**src/rtl/crossing_pkg.sv**
```systemverilog
`default_nettype none
// ============================================================================
// Module   : crossing_pkg
// Purpose  : Phase codes, lamp patterns and default durations for the
//            pedestrian-crossing phase scheduler.
// Revision : 1.0 - initial release
// ============================================================================
package crossing_pkg;

    typedef enum logic [2:0] {
        PH_CARS_GREEN      = 3'd0,
        PH_CARS_YELLOW     = 3'd1,
        PH_CLEAR_IN        = 3'd2,
        PH_PED_GO          = 3'd3,
        PH_CLEAR_OUT       = 3'd4,
        PH_CARS_RED_YELLOW = 3'd5
    } phase_e;

    typedef struct packed {
        logic road_red;
        logic road_yellow;
        logic road_green;
        logic ped_red;
        logic ped_green;
    } lamps_t;

    // Bit order: road R, Y, G, pedestrian R, G
    localparam lamps_t LAMPS_CARS_GREEN      = 5'b00110;
    localparam lamps_t LAMPS_CARS_YELLOW     = 5'b01010;
    localparam lamps_t LAMPS_ALL_RED         = 5'b10010;
    localparam lamps_t LAMPS_PED_GO          = 5'b10001;
    localparam lamps_t LAMPS_CARS_RED_YELLOW = 5'b11010;

    localparam int DEF_TICK_DIV     = 50000;
    localparam int DEF_T_MIN_GREEN  = 5;
    localparam int DEF_T_MAX_EXTEND = 4;
    localparam int DEF_T_YELLOW     = 3;
    localparam int DEF_T_CLEAR      = 1;
    localparam int DEF_T_PED_GREEN  = 6;
    localparam int DEF_T_RED_YELLOW = 3;
    localparam int DEF_CW           = 16;

    function automatic lamps_t phase_lamps(input phase_e ph);
        lamps_t l;
        case (ph)
            PH_CARS_GREEN:      l = LAMPS_CARS_GREEN;
            PH_CARS_YELLOW:     l = LAMPS_CARS_YELLOW;
            PH_PED_GO:          l = LAMPS_PED_GO;
            PH_CARS_RED_YELLOW: l = LAMPS_CARS_RED_YELLOW;
            default:            l = LAMPS_ALL_RED;
        endcase
        return l;
    endfunction

endpackage
`default_nettype wire

```
**src/rtl/tick_prescaler.sv**
```systemverilog
`default_nettype none
// ============================================================================
// Module   : tick_prescaler
// Purpose  : Divides the clock into a one-cycle timing tick; restartable.
// Revision : 1.0 - initial release
// ============================================================================
module tick_prescaler #(
    parameter int TICK_DIV = 4,
    parameter int CW       = 16
) (
    input  logic clk,
    input  logic rst,
    input  logic i_restart,
    output logic o_tick
);

    localparam logic [CW-1:0] C_LAST = CW'(TICK_DIV - 1);

    logic [CW-1:0] cnt_q;
    logic [CW-1:0] cnt_d;

    always_comb begin
        cnt_d = cnt_q + 1'b1;
        if (i_restart || (cnt_q == C_LAST)) begin
            cnt_d = '0;
        end
    end

    always_ff @(posedge clk or posedge rst) begin
        if (rst) begin
            cnt_q <= '0;
        end else begin
            cnt_q <= cnt_d;
        end
    end

    assign o_tick = (cnt_q == C_LAST);

endmodule
`default_nettype wire

```
**src/rtl/crossing_phase_scheduler.sv**
```systemverilog
`default_nettype none
// ============================================================================
// Module   : crossing_phase_scheduler
// Purpose  : Pedestrian-crossing phase sequencer with request latch,
//            minimum green and detector-driven green extension.
// Revision : 1.0 - initial release
// ============================================================================
module crossing_phase_scheduler
    import crossing_pkg::*;
#(
    parameter int TICK_DIV     = DEF_TICK_DIV,
    parameter int T_MIN_GREEN  = DEF_T_MIN_GREEN,
    parameter int T_MAX_EXTEND = DEF_T_MAX_EXTEND,
    parameter int T_YELLOW     = DEF_T_YELLOW,
    parameter int T_CLEAR      = DEF_T_CLEAR,
    parameter int T_PED_GREEN  = DEF_T_PED_GREEN,
    parameter int T_RED_YELLOW = DEF_T_RED_YELLOW,
    parameter int CW           = DEF_CW
) (
    input  logic       CLK_PCB,
    input  logic       nRST_PCB,
    input  logic       ROAD_DET,
    input  logic       PED_BUTT,
    output logic       ROAD_RED,
    output logic       ROAD_YELLOW,
    output logic       ROAD_GREEN,
    output logic       PED_RED,
    output logic       PED_GREEN,
    output logic [3:0] LED
);

    localparam logic [CW-1:0] C_MIN_GREEN  = CW'(T_MIN_GREEN);
    localparam logic [CW-1:0] C_MAX_EXTEND = CW'(T_MAX_EXTEND);
    localparam logic [CW-1:0] C_YELLOW     = CW'(T_YELLOW);
    localparam logic [CW-1:0] C_CLEAR      = CW'(T_CLEAR);
    localparam logic [CW-1:0] C_PED_GREEN  = CW'(T_PED_GREEN);
    localparam logic [CW-1:0] C_RED_YELLOW = CW'(T_RED_YELLOW);

    logic clk;
    logic rst;
    assign clk = CLK_PCB;
    assign rst = nRST_PCB;

    logic butt_s1_q, butt_s1_d, butt_s2_q, butt_s2_d, butt_prev_q, butt_prev_d;
    logic det_s1_q, det_s1_d, det_s2_q, det_s2_d;
    logic req_q, req_d;
    phase_e phase_q, phase_d;
    logic [CW-1:0] phase_cnt_q, phase_cnt_d;
    logic [CW-1:0] ext_cnt_q, ext_cnt_d;
    lamps_t lamps_q, lamps_d;

    logic tick;
    logic phase_entry;
    logic butt_rise;
    logic green_met;
    logic ext_counting;
    logic ext_done;
    logic [CW-1:0] phase_len;
    phase_e phase_next;

    tick_prescaler #(
        .TICK_DIV (TICK_DIV),
        .CW       (CW)
    ) u_prescaler (
        .clk       (clk),
        .rst       (rst),
        .i_restart (phase_entry),
        .o_tick    (tick)
    );

    always_comb begin
        phase_len  = C_YELLOW;
        phase_next = PH_CARS_GREEN;
        case (phase_q)
            PH_CARS_YELLOW:     begin phase_len = C_YELLOW;     phase_next = PH_CLEAR_IN;        end
            PH_CLEAR_IN:        begin phase_len = C_CLEAR;      phase_next = PH_PED_GO;          end
            PH_PED_GO:          begin phase_len = C_PED_GREEN;  phase_next = PH_CLEAR_OUT;       end
            PH_CLEAR_OUT:       begin phase_len = C_CLEAR;      phase_next = PH_CARS_RED_YELLOW; end
            PH_CARS_RED_YELLOW: begin phase_len = C_RED_YELLOW; phase_next = PH_CARS_GREEN;      end
            default:            begin phase_len = C_YELLOW;     phase_next = PH_CARS_YELLOW;     end
        endcase
    end

    always_comb begin
        butt_s1_d   = PED_BUTT;
        butt_s2_d   = butt_s1_q;
        butt_prev_d = butt_s2_q;
        det_s1_d    = ROAD_DET;
        det_s2_d    = det_s1_q;

        butt_rise = butt_s2_q & ~butt_prev_q;

        // Elapsed-tick tests include the tick landing on this edge, so a
        // threshold is acted on at the very edge it is reached.
        green_met    = (phase_cnt_q >= C_MIN_GREEN) ||
                       (tick && (phase_cnt_q == C_MIN_GREEN - 1'b1));
        ext_counting = req_q && green_met && det_s2_q;
        ext_done     = (ext_cnt_q >= C_MAX_EXTEND) ||
                       (tick && ext_counting && (ext_cnt_q == C_MAX_EXTEND - 1'b1));

        phase_d     = phase_q;
        phase_cnt_d = phase_cnt_q;
        ext_cnt_d   = ext_cnt_q;
        req_d       = req_q;

        if (phase_q == PH_CARS_GREEN) begin
            if (tick && (phase_cnt_q < C_MIN_GREEN)) begin
                phase_cnt_d = phase_cnt_q + 1'b1;
            end
            if (tick && ext_counting && (ext_cnt_q < C_MAX_EXTEND)) begin
                ext_cnt_d = ext_cnt_q + 1'b1;
            end
            if (butt_rise) begin
                req_d = 1'b1;
            end
            if (req_q && green_met && (!det_s2_q || ext_done)) begin
                phase_d = PH_CARS_YELLOW;
            end
        end else begin
            if (tick) begin
                if (phase_cnt_q == phase_len - 1'b1) begin
                    phase_d = phase_next;
                end else begin
                    phase_cnt_d = phase_cnt_q + 1'b1;
                end
            end
            if (butt_rise && ((phase_q == PH_CLEAR_OUT) || (phase_q == PH_CARS_RED_YELLOW))) begin
                req_d = 1'b1;
            end
        end

        phase_entry = (phase_d != phase_q);
        if (phase_entry) begin
            phase_cnt_d = '0;
            ext_cnt_d   = '0;
        end
        // Entering yellow consumes the request, winning over a same-edge press.
        if (phase_entry && (phase_d == PH_CARS_YELLOW)) begin
            req_d = 1'b0;
        end

        lamps_d = phase_lamps(phase_d);
    end

    always_ff @(posedge clk or posedge rst) begin
        if (rst) begin
            butt_s1_q   <= 1'b0;
            butt_s2_q   <= 1'b0;
            butt_prev_q <= 1'b0;
            det_s1_q    <= 1'b0;
            det_s2_q    <= 1'b0;
            req_q       <= 1'b0;
            phase_q     <= PH_CARS_GREEN;
            phase_cnt_q <= '0;
            ext_cnt_q   <= '0;
            lamps_q     <= LAMPS_CARS_GREEN;
        end else begin
            butt_s1_q   <= butt_s1_d;
            butt_s2_q   <= butt_s2_d;
            butt_prev_q <= butt_prev_d;
            det_s1_q    <= det_s1_d;
            det_s2_q    <= det_s2_d;
            req_q       <= req_d;
            phase_q     <= phase_d;
            phase_cnt_q <= phase_cnt_d;
            ext_cnt_q   <= ext_cnt_d;
            lamps_q     <= lamps_d;
        end
    end

    assign ROAD_RED    = lamps_q.road_red;
    assign ROAD_YELLOW = lamps_q.road_yellow;
    assign ROAD_GREEN  = lamps_q.road_green;
    assign PED_RED     = lamps_q.ped_red;
    assign PED_GREEN   = lamps_q.ped_green;
    assign LED         = {req_q, phase_q};

endmodule
`default_nettype wire

```
**config.mk**
```make
export PLATFORM = sky130hd
export DESIGN_NAME = crossing_phase_scheduler
export DESIGN_NICKNAME = d
export VERILOG_FILES = /design/src/rtl/crossing_pkg.sv /design/src/rtl/tick_prescaler.sv /design/src/rtl/crossing_phase_scheduler.sv
export SDC_FILE = /design/constraint.sdc
export NUM_CORES = 1
export LEC_CHECK = 0
export ABC_CLOCK_PERIOD_IN_PS = 2300
export BUFFER_PORTS_ARGS = -buffer_cell sky130_fd_sc_hd__buf_2
export CELL_PAD_IN_SITES_DETAIL_PLACEMENT = 0
export CELL_PAD_IN_SITES_GLOBAL_PLACEMENT = 1
export CORE_MARGIN = 3
export CORE_UTILIZATION = 46
export CTS_BUF_LIST = sky130_fd_sc_hd__clkbuf_2 sky130_fd_sc_hd__clkbuf_4 sky130_fd_sc_hd__clkbuf_8
export CTS_CLUSTER_DIAMETER = 200
export DETAILED_ROUTE_END_ITERATION = 8
export PLACE_DENSITY_LB_ADDON = 0.1
export SKIP_LAST_GASP = 1
export SYNTH_ARGS = -nofsm -noshare
export SYNTH_HDL_FRONTEND = slang
export SYNTH_SLANG_ARGS = --single-unit
export TNS_END_PERCENT = 10
```
**constraint.sdc**
```tcl
create_clock -name CLK_PCB -period 2.3 [get_ports CLK_PCB]
set_input_delay 0.115 -clock CLK_PCB [delete_from_list [all_inputs] [get_ports CLK_PCB]]
set_output_delay 0.115 -clock CLK_PCB [all_outputs]
set_load 0.03 [all_outputs]
```
==> flow_summary.ini <==
[power_and_ir_drop]
vdd.ir_drop.worst_uv = 478.8
p_total_mw = 2.204
powerDensity_nw_per_um2 = 570.9
power.leakage_nw = 1.781

[worst_setup_path]
startpoint = phase_q[2]$_DFF_PP0_
worst_setup_path_start_kind = register
timing.critical_path.slowest_stage_cell = sky130_fd_sc_hd__or4_4
crit_fanout = 3
critical_path_required_time_ns = 2.58
worst-endpoint-arrival_ns = 2.57
crit_type = register to register
timing.rr.start = phase_q[2]$_DFF_PP0_
crit_path_cell_trace = xor2_1, nor2b_4, inv_2, ha_2, xnor2_2, nand2_2, or4_4, or3_1, a21oi_2
crit_path_end_kind = register
critical_path.max_stage_delay_ns = 0.44

[die]
fp.coreArea_sq_um = 6459
die_area_sq_um = 7770
initial_utilization_pct = 48.06
floorplan.die.height_um = 88.15
floorplan.die.width_um = 88.15
floorplan.io_pins = 13
placement_rows = 29

[clocking]
insertion_delay_ns = 0.35
cts-htree-levels = 3
cts.path.max_buffers = 2
number_of_clock_buffers_inserted_by_tritoncts = 9
cts_root_buffer = sky130_fd_sc_hd__clkbuf_8
cts_tree = yes
numClockSinks = 62
worst_setup_hold_path_clk_slew_ns = 0.08

[sta]
fin_setup_tns_ns = 0
maxSlewHeadroom_pct = 53.53
period_share_pct = 99.40
final_critical_path_setup_slack_ns = 0.01387
min_hold_slack_ns = 0.3550
setup_repair_after_global_routing_missed_its_margin = yes
finalMaxSlewViolations = 0
hold_viol = 0
finalSetupViolations = 0
worst-slew-pin-transition_ns = 0.6960
f_max_mhz = 437.4
timing.clock.skew_ns = 0.008266
timing.final.crit_period_ns = 2.286

[yosys]
synthMostInstantiatedCell = sky130_fd_sc_hd__dfrtp_1
average_footprint_of_a_synthesized_cell_sq_um = 10.24
syn_area_sq_um = 3104
synth.yosys.warnings = 0
synth_cells = 303
synthTopCellsByCount = 60 x sky130_fd_sc_hd__dfrtp_1, 41 x sky130_fd_sc_hd__nor2_1, 16 x sky130_fd_sc_hd__and2_1
synth_edf_count = 0
yosys_register_bits = 62
ys_async_sr_fraction_pct = 100.0
synth_top_flop_cell = sky130_fd_sc_hd__dfrtp_1
yosysTopAreaCell = sky130_fd_sc_hd__dfrtp_1
yosys.area.top_type_share_pct = 48.37
synth_net_count = 316
synth.distinct_cells = 50
ys_seq_area_share_pct = 50.06
ys_top_cells_by_area = sky130_fd_sc_hd__dfrtp_1 48%, sky130_fd_sc_hd__nor2_1 5.0%, sky130_fd_sc_hd__xnor2_1 4.0%

[finish]
post_route_cells_drive_above_1_share_pct = 26.94
num_antenna_cells = 0
design_area_sq_um = 3860
postLayoutCoreUtil_pct = 59.76
num-nets-final = 368
syn2layout_area_growth_pct = 24.34
finalNonFillerCells = 437

[grt]
grt_antenna_before_repair = 0
first_pass_grt_wire_length_um = 10530
track_usage_pct = 17.74
globalRouteOverflowTotal = 0
grt_pass1_vias = 2290
grt_start_max_net_pins = 34

[routing]
drt_iter0_drc = 88
drt_pre_antenna_iters = 4
final_antenna_net_count = 0
avgRoutedWirePerCell_um = 14.01
num_vias = 2341
routed_wl_um = 6121
drcViolationCount = 0
vias_per_cell = 5.357

[placement]
place.gp.congestion = 0.7552
post-place-cells = 413
pre_cts_ws_ns = -0.07022
hpwlAfterDp_um = 4096
buffer_ports.inserted = 12
placedInstanceArea_sq_um = 3463

[flow_run]
drv_cap = 0

[hold_path]
hold_path.class = register to register
timing.hold.worst.start = det_s1_q$_DFF_PP0_

[outcome]
run_status = finished clean
-- path summary, 6_finish.rpt --
path,slack (ns),cells past startpoint,end
min in group asynchronous,0.43,3,ext_cnt_q[4]$_DFFE_PP0P_
worst max-delay path,0.01,9,ROAD_GREEN$_DFF_PP1_
worst max register to register,0.01,9,ROAD_GREEN$_DFF_PP1_
worst min-delay path,0.35,0,det_s2_q$_DFF_PP0_
max in group asynchronous,1.26,4,phase_cnt_q[14]$_DFFE_PP0P_
worst min register to register,0.35,0,det_s2_q$_DFF_PP0_
-- critical path: cells and delay by family (launching register included) --
family | cells | cell delay, ns
xor gates and xnor gates | 2 | 0.30
and+or+nand+nor | 4 | 1.14
AOI/OAI and AO/OA | 1 | 0.14
buffers and inverters | 1 | 0.04
adders and majority gates | 1 | 0.18
DFF | 1 | 0.42
-- report_power, final --
part | internal [mW] | total [mW] | leakage (nW) | switching, mW
combinational | 0.0106 | 0.0353 | 0.851 | 0.0247
sequential | 1.09 | 1.10 | 0.825 | 0.00160
clock | 0.613 | 1.07 | 0.106 | 0.460
-- kinds of logic after synthesis --
group | after synthesis | synth area share (%)
and+or+nand+nor | 144 | 27.09
buffers and inverters | 23 | 3.547
DFF | 62 | 50.06
xor gates and xnor gates | 28 | 7.900
adders and majority gates | 9 | 3.628
AOI/OAI and AO/OA | 33 | 6.490
muxes | 4 | 1.290
-- routing by layer --
layer / up-vias / part of all wire [%] / global-route usage [%]
met4: 0 / 2.4 / 9.478
met3: 14 / 2.0 / 3.763
met1: 1145 / 50 / 24.88
met5: - / 0 / 0
li1: 1161 / - / -
met2: 21 / 45 / 25.68
-- layout by cell type (no fill, tap or decap), drive strengths merged, types with 12 or more instances in the layout --
cell and count:
nor2 41, buf 49, inv 13, a21oi 12, xor2 14, dfrtp 60
nand3 15, and2 16, xnor2 14
-- flip-flops by register name, summed over array words and instances, names as in the netlist, 3 cells and up --
register and flops:
ext_cnt_q 16, phase_cnt_q 16, u_prescaler.cnt_q 16, phase_q 3
-- timing repair --
action | CTS | global route
cloned | 0 | 1
setup endpoints to repair | 30 | 38
hold buffers | 3 | 0
pin swaps | 0 | 11
buffers inserted | 0 | 4
resized for setup | 3 | 18
endpoints found under the hold margin | 32 | 0
-- area by class of cell --
type	count	area (sq um)
Fill cell	565	2599
Sequential cell	62	1556
Multi-Input combinational cell	218	1524
Timing Repair Buffer	52	416.7
Clock buffer	9	123.9
Clock inverter	7	97.59
Tap cell	77	96.34
Inverter	12	45.04
No activity file was read; power rests on OpenSTA's default activity.
